--- src/rtl/rr_arbiter_8_pkg.sv ---
// Shared definitions for the 8-way round-robin arbiter and the downstream 3-to-8 decoder.
package rr_arbiter_8_pkg;

   localparam int N_REQ        = 8;
   localparam int IDX_W        = 3;
   localparam int MAX_HOLD_DEF = 16;
   localparam int CNT_W_DEF    = 5;

   typedef enum logic {
      IDLE  = 1'b0,
      GRANT = 1'b1
   } state_t;

   typedef logic [IDX_W-1:0] gnt_idx_t;

endpackage

--- src/rtl/rr_arbiter_8_pick.sv ---
// Rotating fixed-priority picker: first set request at or above ptr, wrapping.
module rr_pick
   import rr_arbiter_8_pkg::*;
(
   input  logic [N_REQ-1:0] req,
   input  gnt_idx_t         ptr,
   output gnt_idx_t         idx,
   output logic             any
);

   logic [2*N_REQ-1:0] dbl;
   logic [N_REQ-1:0]   rot;
   gnt_idx_t           off;

   always_comb begin
      dbl = {req, req};
      rot = N_REQ'(dbl >> ptr);
      off = '0;
      // Scan downward so the lowest set bit of the rotated vector wins.
      for (int i = N_REQ-1; i >= 0; i--) begin
         if (rot[i]) off = gnt_idx_t'(i);
      end
      idx = ptr + off;
      any = |req;
   end

endmodule

--- src/rtl/rr_arbiter_8.sv ---
// Eight-requester round-robin arbiter with hold watchdog and break-before-make grant gap.
module rr_arbiter_8
   import rr_arbiter_8_pkg::*;
#(
   parameter int MAX_HOLD = MAX_HOLD_DEF,
   parameter int CNT_W    = CNT_W_DEF
) (
   input  logic             clk,
   input  logic             rst_n,
   input  logic [N_REQ-1:0] req,
   input  logic             done,
   output logic [IDX_W-1:0] gnt_idx,
   output logic             gnt_vld,
   output logic             timeout
);

   state_t           state_q, state_d;
   gnt_idx_t         ptr_q, ptr_d;
   gnt_idx_t         idx_d;
   logic             vld_d, to_d;
   logic [CNT_W-1:0] hold_q, hold_d;
   gnt_idx_t         pick_idx;
   logic             pick_any;
   logic             rel_drop, rel_wd, rel;

   rr_pick u_pick (
      .req (req),
      .ptr (ptr_q),
      .idx (pick_idx),
      .any (pick_any)
   );

   assign rel_drop = ~req[gnt_idx];
   assign rel_wd   = (MAX_HOLD != 0) && (hold_q == CNT_W'(MAX_HOLD - 1));
   assign rel      = done | rel_drop | rel_wd;

   always_ff @(posedge clk or negedge rst_n) begin
      if (!rst_n) begin
         state_q <= IDLE;
         ptr_q   <= '0;
         gnt_idx <= '0;
         gnt_vld <= 1'b0;
         timeout <= 1'b0;
         hold_q  <= '0;
      end else begin
         state_q <= state_d;
         ptr_q   <= ptr_d;
         gnt_idx <= idx_d;
         gnt_vld <= vld_d;
         timeout <= to_d;
         hold_q  <= hold_d;
      end
   end

   always_comb begin
      state_d = state_q;
      case (state_q)
         IDLE:    if (pick_any) state_d = GRANT;
         GRANT:   if (rel)      state_d = IDLE;
         default:               state_d = IDLE;
      endcase
   end

   // Every release returns to IDLE, which forces a gnt_vld=0 cycle before any re-grant.
   always_comb begin
      ptr_d  = ptr_q;
      idx_d  = gnt_idx;
      vld_d  = gnt_vld;
      hold_d = hold_q;
      to_d   = 1'b0;
      case (state_q)
         IDLE: begin
            if (pick_any) begin
               idx_d  = pick_idx;
               vld_d  = 1'b1;
               hold_d = '0;
            end
         end
         GRANT: begin
            if (rel) begin
               vld_d = 1'b0;
               ptr_d = gnt_idx + gnt_idx_t'(1);
               to_d  = rel_wd & ~done & ~rel_drop;
            end else begin
               hold_d = hold_q + CNT_W'(1);
            end
         end
         default: begin
            vld_d = 1'b0;
         end
      endcase
   end

endmodule

--- config.mk ---
export PLATFORM = sky130hd
export DESIGN_NAME = rr_arbiter_8
export DESIGN_NICKNAME = d
export VERILOG_FILES = /design/src/rtl/rr_arbiter_8_pkg.sv /design/src/rtl/rr_arbiter_8_pick.sv /design/src/rtl/rr_arbiter_8.sv
export SDC_FILE = /design/constraint.sdc
export NUM_CORES = 1
export LEC_CHECK = 0
export BUFFER_PORTS_ARGS = -buffer_cell sky130_fd_sc_hd__buf_2
export CAP_MARGIN = 0
export CORE_UTILIZATION = 40
export CTS_CLUSTER_SIZE = 8
export DETAILED_ROUTE_END_ITERATION = 7
export PLACE_DENSITY = 0.64
export SETUP_SLACK_MARGIN = 0.05
export SYNTH_ARGS = -nofsm -noshare
export SYNTH_HDL_FRONTEND = slang
export SYNTH_SLANG_ARGS = --single-unit
--- constraint.sdc ---
create_clock -name clk -period 6.4 [get_ports clk]
set_clock_uncertainty 0.15 [all_clocks]
set_input_delay 0.64 -clock clk [delete_from_list [all_inputs] [get_ports clk]]
set_output_delay 0.64 -clock clk [all_outputs]
set_load 0.05 [all_outputs]
==> qor.yml, run 1 <==
cts:
  cts_inserted_buffers: 3
  cts_tree: "built"
  clk_latency_ps: 280
  postCtsSetupBuffers: 0
  numClockSinks: 14
  cts-root-buf: "clkbuf_4"
  cts-resized-gates: 0
  cts_hold_buf: 0
  htree_levels: 1
  cts.path.max_buffers: 2
  path_clk_slew_ps: 90
pwr:
  leakage_nw: 0.6368
  p_total_w: 0.0006771
  p_per_area_mw_per_mm2: 476.0
  peakVddDrop_uv: 300.4
drt:
  drt-total-wl_mm: 2.744
  vias: 1046
  drt_iter0_markers: 96
  ant_nets: 0
  wl_per_cell_um: 14.60
  dr.pass1.iters: 4
  via_per_inst: 5.564
  drc: 0
global_route:
  grt_pass1_vias: 1047
  gr-total-overflow: 0
  grt_start_max_net_pins: 22
  track_usage_pct: 18.41
  grt_pass1_wl_mm: 4.954
  antenna_found_initial: 0
floorplanning:
  boundaryPins: 16
  die_w_um: 58.60
  core_area_mm2: 0.003053
  die-area_mm2: 0.003433
  start_util_pct: 41.97
  fp-row-count: 20
  die_h_um: 58.60
setup_path:
  cpPeakStageDelay_ps: 820
  cp.arrival_ps: 3340
  reg2reg_slack_ps: 3100
  crit_fanout: 21
  critical_path.cell_chain: "mux2_2 -> mux2_2 -> a221oi_1 -> a221oi_1 -> a21oi_1 -> ha_1 -> inv_1 -> fa_1 -> nand2b_1 -> o221ai_1"
  endpoint_kind: "flop"
  cp_slowest_cell: "dfrtp_1"
  required_ps: 6440
  critPathKind: "reg2reg"
  cp-start-kind: "flop"
placed_design:
  place_hpwl_mm: 2.072
  place_congestion: 0.8275
  place_area_mm2: 0.001386
  pre_cts_slack_ps: 3201
  port_buffers: 15
run_status:
  status: "finished, final reports clean"
finish:
  multi_input_area_um2: 868.3
  fin_nets: 161
  fillers: 312
  utilization_pct: 46.60
  regArea_um2: 350.3
  drive_gt1_share_pct: 24.31
  area_delta_synth_final_pct: 11.03
  fin_area_mm2: 0.001423
  diodes: 0
logic_synthesis:
  synth_flop_cell: "dfrtp_1"
  yosysWarnings: 0
  ys_ff_latch: 14
  async_flop_share_pct: 100.0
  seq_area_frac_synth_pct: 27.34
  syn-mean-instance-area_um2: 9.856
  syn-num-nets: 146
  synth_edf_count: 0
  yosysUniqueCellTypes: 46
  synthCells: 130
  synthesis.area_mm2: 0.001281
hold_path:
  min_path_type: "in2async"
sta:
  finalCritPeriodShare_pct: 51.58
  rsz0062_at_grt: "false"
  setup_viol: 0
  setup_ws_ps: 3099
  relSlewSlack_pct: 36.99
  tightest_slew_ps: 940.8
  finalSetupTns_ps: 0
  clock.fmax_ghz: 0.3029
  hold_viol_final: 0
  period_minus_slack_ps: 3301
  drv_slew: 0
job:
  maxCapViolations: 0
-- registers in the layout, summed over array words and instances (netlist names) --
register,count
state_q,1
timeout,1
ptr_q,3
gnt_vld,1
gnt_idx,3
hold_q,5
-- final cells by class --
cell class / instances / share of cell area [%]
timing repair buffer: 15 / 5.277
sequential: 14 / 24.63
inverter: 10 / 2.639
tap: 44 / 3.870
multi-input combinational: 101 / 61.04
clock buffer: 4 / 2.551
-- cells in the final DEF, fill, tap and decap left out, types with 4 or more instances in the layout --
cell      instances
buf_2            15
mux2i_1          12
o21ai_0           5
a21oi_1           7
mux2_2            6
nand3_1           7
nor2_1            5
inv_1            10
dfrtp_1          14
nand2_1           5
ha_1              4
mux4_2            4
nand2b_1          4
-- layer usage --
layer | part of all wire (%) | vias up | wire length [um] | GRT usage [%]
li1 | - | 521 | - | -
met2 | 46 | 26 | 1265 | 27.26
met3 | 2.9 | 6 | 80 | 1.758
met1 | 49 | 493 | 1356 | 28.15
met5 | 0 | - | 0 | 0
met4 | 1.5 | 0 | 42 | 6.122
-- power breakdown --
part | internal [W] | total [W] | switching [W]
registers | 0.000121 | 0.000198 | 0.0000774
clock network | 0.0000346 | 0.0000630 | 0.0000285
logic | 0.000202 | 0.000416 | 0.000214
-- stage by stage --
stage               hold WS [ps]  cells
floorplan                  194.4    130
finish                     88.87    188
global route               111.2    188
detailed placement         341.4    184
global placement           321.1    184
CTS                        96.01    188
-- worst max-delay path: cells and delay by family, from the launching register on --
kind / cells / cell delay (ps)
buffers and inverters: 1 / 50
and+or+nand+nor: 1 / 160
AOI/OAI and AO/OA: 4 / 770
DFF: 1 / 820
adders and majority gates: 2 / 550
muxes: 2 / 700
-- Yosys cell counts, drive strengths merged (2+ instances only) --
cell,number,area share [%]
a2111oi,2,1.4
a21oi,7,2.7
a221oi,2,1.4
and3,2,0.98
buf,3,1.4
clkbuf,2,0.59
dfrtp,14,27
ha,4,3.9
inv,10,2.9
mux2,9,8.8
mux2i,12,9.4
mux4,4,7.0
nand2,6,2.3
nand2b,5,3.0
nand3,7,2.7
nand3b,3,1.8
nor2,5,1.5
nor3,2,0.78
nor3b,2,1.2
o21a,3,1.8
o21ai,6,3.2
-- final timing paths --
path                                       from                endpoint  depth (start not counted)
max                        ptr_q[1]$_DFFE_PN0P_  gnt_idx[2]$_DFFE_PN0P_                         10
min                                       rst_n    ptr_q[2]$_DFFE_PN0P_                          1
max reg2reg                ptr_q[1]$_DFFE_PN0P_  gnt_idx[2]$_DFFE_PN0P_                         10
min reg2reg                 gnt_vld$_DFFE_PN0P_     gnt_vld$_DFFE_PN0P_                          1
max in group asynchronous                 rst_n     gnt_vld$_DFFE_PN0P_                          1
min in group clk            gnt_vld$_DFFE_PN0P_     gnt_vld$_DFFE_PN0P_                          1
-- logic make-up after synthesis --
family                     Yosys count  share of synthesized area [%]
AOI/OAI and AO/OA                   31                          17.58
xor gates and xnor gates             2                          1.367
adders and majority gates            6                          6.250
buffers and inverters               15                          4.884
DFF                                 14                          27.34
muxes                               25                          25.20
and+or+nand+nor                     37                          17.38
Power figures use the tool's default switching activity.
==> run 2: changes to the inputs <==
- clock period: 6.4 -> 3.35 ns (I/O delays scaled with it)
==> qor.yml, run 2 (synthesized netlist as in run 1, its figures left out) <==
pwr:
  p_per_area_mw_per_mm2: 900.3  # was 476.0 mW/mm2
  peakVddDrop_uv: 515.9  # was 300.4 uV
  p_total_w: 0.001291  # was 0.0006771 W
  leakage_nw: 0.6430  # was 0.6368 nW
floorplanning:
  die-area_mm2: 0.003433  # unchanged
  start_util_pct: 41.97  # unchanged
  boundaryPins: 16  # unchanged
  core_area_mm2: 0.003053  # unchanged
  die_w_um: 58.60  # unchanged
  die_h_um: 58.60  # unchanged
  fp-row-count: 20  # unchanged
placed_design:
  place_congestion: 0.7960  # was 0.8275
  place_hpwl_mm: 2.139  # was 2.072 mm
  port_buffers: 15  # unchanged
  place_area_mm2: 0.001401  # was 0.001386 mm2
  placed_cells: 186  # was 184
drt:
  dr.pass1.iters: 4  # unchanged
  drc: 0  # unchanged
  drt-total-wl_mm: 2.751  # was 2.744 mm
  via_per_inst: 5.553  # was 5.564
  vias: 1055  # was 1046
  drt_iter0_markers: 80  # was 96
  ant_nets: 0  # unchanged
  wl_per_cell_um: 14.48  # was 14.60 um
hold_path:
  min_path_type: "in2reg"  # was in2async
setup_path:
  crit_fanout: 16  # was 21
  required_ps: 3390  # was 6440 ps
  cp.arrival_ps: 2990  # was 3340 ps
  critPathKind: "reg2reg"  # unchanged
  cp-start-kind: "flop"  # unchanged
  endpoint_kind: "flop"  # unchanged
cts:
  cts-resized-gates: 0  # unchanged
  numClockSinks: 14  # unchanged
  path_clk_slew_ps: 80  # was 90 ps
  clk_latency_ps: 280  # about the same
  cts.path.max_buffers: 2  # unchanged
  postCtsSetupBuffers: 0  # unchanged
  cts_inserted_buffers: 3  # unchanged
  htree_levels: 1  # unchanged
  cts_tree: "built"  # unchanged
  cts_hold_buf: 1  # was 0
  cts-root-buf: "clkbuf_4"  # unchanged
finish:
  drive_gt1_share_pct: 24.66  # was 24.31%
  area_delta_synth_final_pct: 11.91  # was 11.03%
  diodes: 0  # unchanged
  final-instance-count-excl-fill: 190  # was 188
  regArea_um2: 350.3  # unchanged
  largest_reg_flops: 5  # unchanged
  fin_nets: 164  # was 161
  final_cell_mix: "buf_2 (15), dfrtp_1 (14), mux2i_1 (12), inv_1 (10)"  # unchanged
  reg_top3: "hold_q (5), gnt_idx (3), ptr_q (3)"  # unchanged
  fillers: 304  # was 312
  top_register: "hold_q"  # unchanged
  final_common_cell: "buf_2"  # unchanged
  fin_area_mm2: 0.001434  # was 0.001423 mm2
  multi_input_area_um2: 868.3  # unchanged
run_status:
  status: "finished, final reports clean"  # unchanged
sta:
  hold_viol_final: 0  # unchanged
  relSlewSlack_pct: 39.63  # was 36.99%
  setup_viol: 0  # unchanged
  rsz0062_at_grt: "false"  # unchanged
  clock.fmax_ghz: 0.3391  # was 0.3029 GHz
  finalCritPeriodShare_pct: 88.04  # was 51.58%
  period_minus_slack_ps: 2949  # was 3301 ps
  drv_slew: 0  # unchanged
  tightest_slew_ps: 901.3  # was 940.8 ps
  finalSetupTns_ps: 0  # unchanged
global_route:
  grt_pass1_vias: 972  # was 1047
  grt_start_max_net_pins: 17  # was 22
  grt_pass1_wl_mm: 4.802  # was 4.954 mm
  track_usage_pct: 18.33  # was 18.41%
  antenna_found_initial: 0  # unchanged
  gr-total-overflow: 0  # unchanged
job:
  maxCapViolations: 0  # unchanged
run 2: final timing paths:
path,from,endpoint,slack [ps],cells past startpoint
setup / recovery,ptr_q[0]$_DFFE_PN0P_,gnt_idx[2]$_DFFE_PN0P_,400,10
hold / removal,done,timeout$_DFF_PN0_,190,3
setup reg to reg,ptr_q[0]$_DFFE_PN0P_,gnt_idx[2]$_DFFE_PN0P_,400,10
hold reg to reg,gnt_vld$_DFFE_PN0P_,gnt_vld$_DFFE_PN0P_,350,1
max in group asynchronous,rst_n,ptr_q[0]$_DFFE_PN0P_,2490,2
min in group asynchronous,rst_n,hold_q[2]$_DFFE_PN0P_,320,2
run 2: critical path: stages, from the launching register on:
cell and delay (ps):
dfrtp_1 700, inv_1 260, mux2_2 350, a221oi_1 220
a221oi_1 110, a21oi_1 170, ha_1 160, inv_1 50
fa_1 370, nand2b_1 150, o221ai_1 170
run 2: per-layer routing:
layer | routed length, um | track usage, % | part of all wire [%] | vias up
li1 | - | - | - | 527
met1 | 1387 | 28.41 | 50 | 510
met2 | 1273 | 27.42 | 46 | 16
met3 | 64 | 1.319 | 2.3 | 2
met4 | 26 | 5.102 | 0.95 | 0
met5 | 0 | 0 | 0 | -
run 2: layout make-up:
class                      count  area share, %
clock buffer                   3          1.571
timing repair buffer          18          6.981
sequential                    14          24.43
inverter                      10          2.618
tap                           44          3.839
multi-input combinational    101          60.56
run 2: stage by stage:
stage          setup WS (ps)  hold WS [ps]  util, %
3_5_place_dp           389.8         96.25    45.90
4_1_cts                374.0         185.2    46.97
3_3_place_gp           476.1         99.57    45.90
5_1_grt                70.06         211.4    46.97
6_report               400.7         187.7    46.97
2_1_floorplan          747.0        -110.6        -
run 2: where the power goes:
part	switching (W)	leakage (nW)	total (W)	internal, W
clock	0.0000528	0.0138	0.0000946	0.0000417
combinational	0.000435	0.453	0.000838	0.000403
sequential	0.000128	0.177	0.000359	0.000231
==> run 3: changes to the inputs <==
- ABC_AREA: not set -> 1
- CELL_PAD_IN_SITES_DETAIL_PLACEMENT: not set -> 0
- CELL_PAD_IN_SITES_GLOBAL_PLACEMENT: not set -> 2
- CORE_UTILIZATION: 40 -> 31
- PLACE_DENSITY: 0.64 -> 0.84
==> qor.yml, run 3 <==
pwr:
  p_per_area_mw_per_mm2: 1026  # was 900.3 mW/mm2
  leakage_nw: 0.6984  # was 0.6430 nW
  peakVddDrop_uv: 320.4  # was 515.9 uV
drt:
  dr.pass1.iters: 5  # was 4
  vias: 1181  # was 1055
  ant_nets: 0  # unchanged
  wl_per_cell_um: 11.79  # was 14.48 um
  via_per_inst: 4.860  # was 5.553
  drc: 0  # unchanged
  drt-total-wl_mm: 2.865  # was 2.751 mm
  drt_iter0_markers: 87  # was 80
logic_synthesis:
  syn-mean-instance-area_um2: 6.614  # was 9.856 um2
  synthTopCellsByArea: "dfrtp_1 (30%), nand2_1 (23%), nand3_1 (15%), ha_1 (4.3%), o21ai_2 (3.0%)"  # was dfrtp_1 (27%), mux2i_1 (9.4%), mux4_2 (7.0%), mux2_2 (5.3%), ha_1 (3.9%)
  synth.top_cells.by_count: "nand2_1 (71), nand3_1 (35), dfrtp_1 (14)"  # was dfrtp_1 (14), mux2i_1 (12), inv_1 (10)
  synth_top_cell_by_area: "dfrtp_1"  # unchanged
  synth.most_common_cell: "nand2_1"  # was dfrtp_1
  synth_edf_count: 0  # unchanged
  ys_ff_latch: 14  # unchanged
  synthCells: 178  # was 130
  synth_flop_cell: "dfrtp_1"  # unchanged
  synthesis.area_mm2: 0.001177  # was 0.001281 mm2
  yosysUniqueCellTypes: 29  # was 46
  syn-num-nets: 194  # was 146
  yosysWarnings: 0  # unchanged
  synth_top_area_share_pct: 29.76  # was 27.34%
  seq_area_frac_synth_pct: 29.76  # was 27.34%
  async_flop_share_pct: 100.0  # unchanged
global_route:
  grt_pass1_wl_mm: 4.988  # was 4.802 mm
  grt_start_max_net_pins: 15  # was 17
  grt_pass1_vias: 1168  # was 972
  antenna_found_initial: 0  # unchanged
  gr-total-overflow: 0  # unchanged
  track_usage_pct: 15.74  # was 18.33%
setup_path:
  required_ps: 3340  # was 3390 ps
  critPathKind: "reg2reg"  # unchanged
  reg2reg_slack_ps: 610  # was 400 ps
  r2r_cells: 20  # was 10
  cp-start-kind: "flop"  # unchanged
  endpoint_kind: "flop"  # unchanged
  r2r-end: "gnt_idx[2]$_DFFE_PN0P_"  # unchanged
  r2r_start: "ptr_q[0]$_DFFE_PN0P_"  # unchanged
  crit_fanout: 11  # was 16
  cp.arrival_ps: 2730  # was 2990 ps
sta:
  rsz0062_at_grt: "false"  # unchanged
  hold_viol_final: 0  # unchanged
  hold_ws_ps: 328.9  # was 187.7 ps
  setup_viol: 0  # unchanged
  clock.fmax_ghz: 0.3646  # was 0.3391 GHz
  finalSetupTns_ps: 0  # unchanged
  period_minus_slack_ps: 2743  # was 2949 ps
  relSlewSlack_pct: 65.45  # was 39.63%
  finalCritPeriodShare_pct: 81.87  # was 88.04%
  tightest_slew_ps: 515.8  # was 901.3 ps
  drv_slew: 0  # unchanged
finish:
  top_register: "hold_q"  # unchanged
  multi_input_area_um2: 733.2  # was 868.3 um2
  final-instance-count-excl-fill: 243  # was 190
  largest_reg_flops: 5  # unchanged
  regArea_um2: 350.3  # unchanged
  final_common_cell: "nand2_1"  # was buf_2
  fin_area_mm2: 0.001348  # was 0.001434 mm2
  utilization_pct: 36.81  # was 46.97%
  reg_top3: "hold_q (5), gnt_idx (3), ptr_q (3)"  # unchanged
  drive_gt1_share_pct: 16.92  # was 24.66%
  fillers: 396  # was 304
  diodes: 0  # unchanged
  fin_nets: 212  # was 164
  area_delta_synth_final_pct: 14.45  # was 11.91%
  final_cell_mix: "nand2_1 (71), nand3_1 (35), buf_2 (15), dfrtp_1 (14), inv_1 (9)"  # was buf_2 (15), dfrtp_1 (14), mux2i_1 (12), inv_1 (10)
placed_design:
  place_hpwl_mm: 2.310  # was 2.139 mm
  placed_cells: 238  # was 186
  place_area_mm2: 0.001282  # was 0.001401 mm2
  port_buffers: 15  # unchanged
  place_congestion: 0.8619  # was 0.7960
floorplanning:
  fp-row-count: 22  # was 20
  core_area_mm2: 0.003661  # was 0.003053 mm2
  die-area_mm2: 0.004048  # was 0.003433 mm2
  die_w_um: 63.63  # was 58.60 um
  start_util_pct: 32.16  # was 41.97%
  boundaryPins: 16  # unchanged
  die_h_um: 63.63  # was 58.60 um
hold_path:
  whs_path_depth: 5  # was 3
  hold_end: "timeout$_DFF_PN0_"  # unchanged
  min_path_type: "in2reg"  # unchanged
  hold_start: "done"  # unchanged
cts:
  numClockSinks: 14  # unchanged
  cts-root-buf: "clkbuf_8"  # was clkbuf_4
  path_clk_slew_ps: 60  # was 80 ps
  htree_levels: 1  # unchanged
  cts.path.max_buffers: 2  # unchanged
  cts_inserted_buffers: 3  # unchanged
  clk_latency_ps: 240  # was 280 ps
  cts-resized-gates: 0  # unchanged
  cts_tree: "built"  # unchanged
job:
  maxCapViolations: 0  # unchanged
run_status:
  status: "finished, final reports clean"  # unchanged
## run 3: area by class of cell
type	count	area share, %
timing repair buffer	17	6.871
inverter	14	4.178
tap	48	4.457
clock buffer	4	4.085
sequential	14	26.00
multi-input combinational	146	54.41
## run 3: timing repair
action                    CTS  global route
hold endpoints to repair   14             0
setup buffers               0             0
hold buffers                1             0
## run 3: report_power, final
part           total (W)  switching (W)  internal, W
Clock           0.000163      0.0000590     0.000104
Sequential      0.000331       0.000101     0.000231
Combinational   0.000888       0.000592     0.000296
Total            0.00138       0.000752     0.000630
## run 3: how the worst max path moves through the flow
stage	startpoint	end	slack, ps	cells after the start
floorplan	ptr_q[0]$_DFFE_PN0P_	gnt_idx[2]$_DFFE_PN0P_	950	20
global placement	ptr_q[0]$_DFFE_PN0P_	gnt_idx[2]$_DFFE_PN0P_	630	20
detailed placement	ptr_q[0]$_DFFE_PN0P_	gnt_idx[2]$_DFFE_PN0P_	600	20
CTS	ptr_q[0]$_DFFE_PN0P_	gnt_idx[2]$_DFFE_PN0P_	610	20
global route	ptr_q[1]$_DFFE_PN0P_	gnt_idx[2]$_DFFE_PN0P_	310	18
finish	ptr_q[0]$_DFFE_PN0P_	gnt_idx[2]$_DFFE_PN0P_	610	20
## run 3: per-layer routing
layer,global-route usage [%],wire [um]
met1,19.71,1419
met2,26.73,1311
met3,3.804,112
met4,3.977,22
met5,0,0
## run 3: kinds of logic (layout without fill, tap and decap cells)
kind of cell	Yosys count	count (layout)	share of synthesized area [%]
AND/OR/NAND/NOR	121	121	44.74
XOR/XNOR	4	4	2.976
adder cells (fa/ha/maj)	5	5	5.951
buffers and inverters	18	35	7.969
flip-flops	14	14	29.76
AO/OA/AOI/OAI	16	16	8.607
## run 3: metrics by stage
| stage | setup slack (ps) | total power (W) |
|---|---|---|
| after floorplan | 945.8 | 0.001044 |
| after global placement | 627.9 | 0.001216 |
| after detailed placement | 601.4 | 0.001229 |
| after CTS | 605.9 | 0.001398 |
| after global routing | 306.1 | 0.001541 |
| final | 607.2 | 0.001382 |
## run 3: critical path, cell delays in order, from the launching register on
cell	delay, ps
dfrtp_1	590
inv_4	100
nand2_1	100
nand3_1	110
nand2_1	120
nand2_1	60
nand2_1	60
nand2_1	50
nand2_1	50
nand2_1	40
nand2_1	50
nand2_1	40
a21oi_1	130
ha_1	150
inv_1	50
fa_1	370
xor2_1	160
inv_1	60
nand3_1	70
nand3_1	80
nand2_1	50
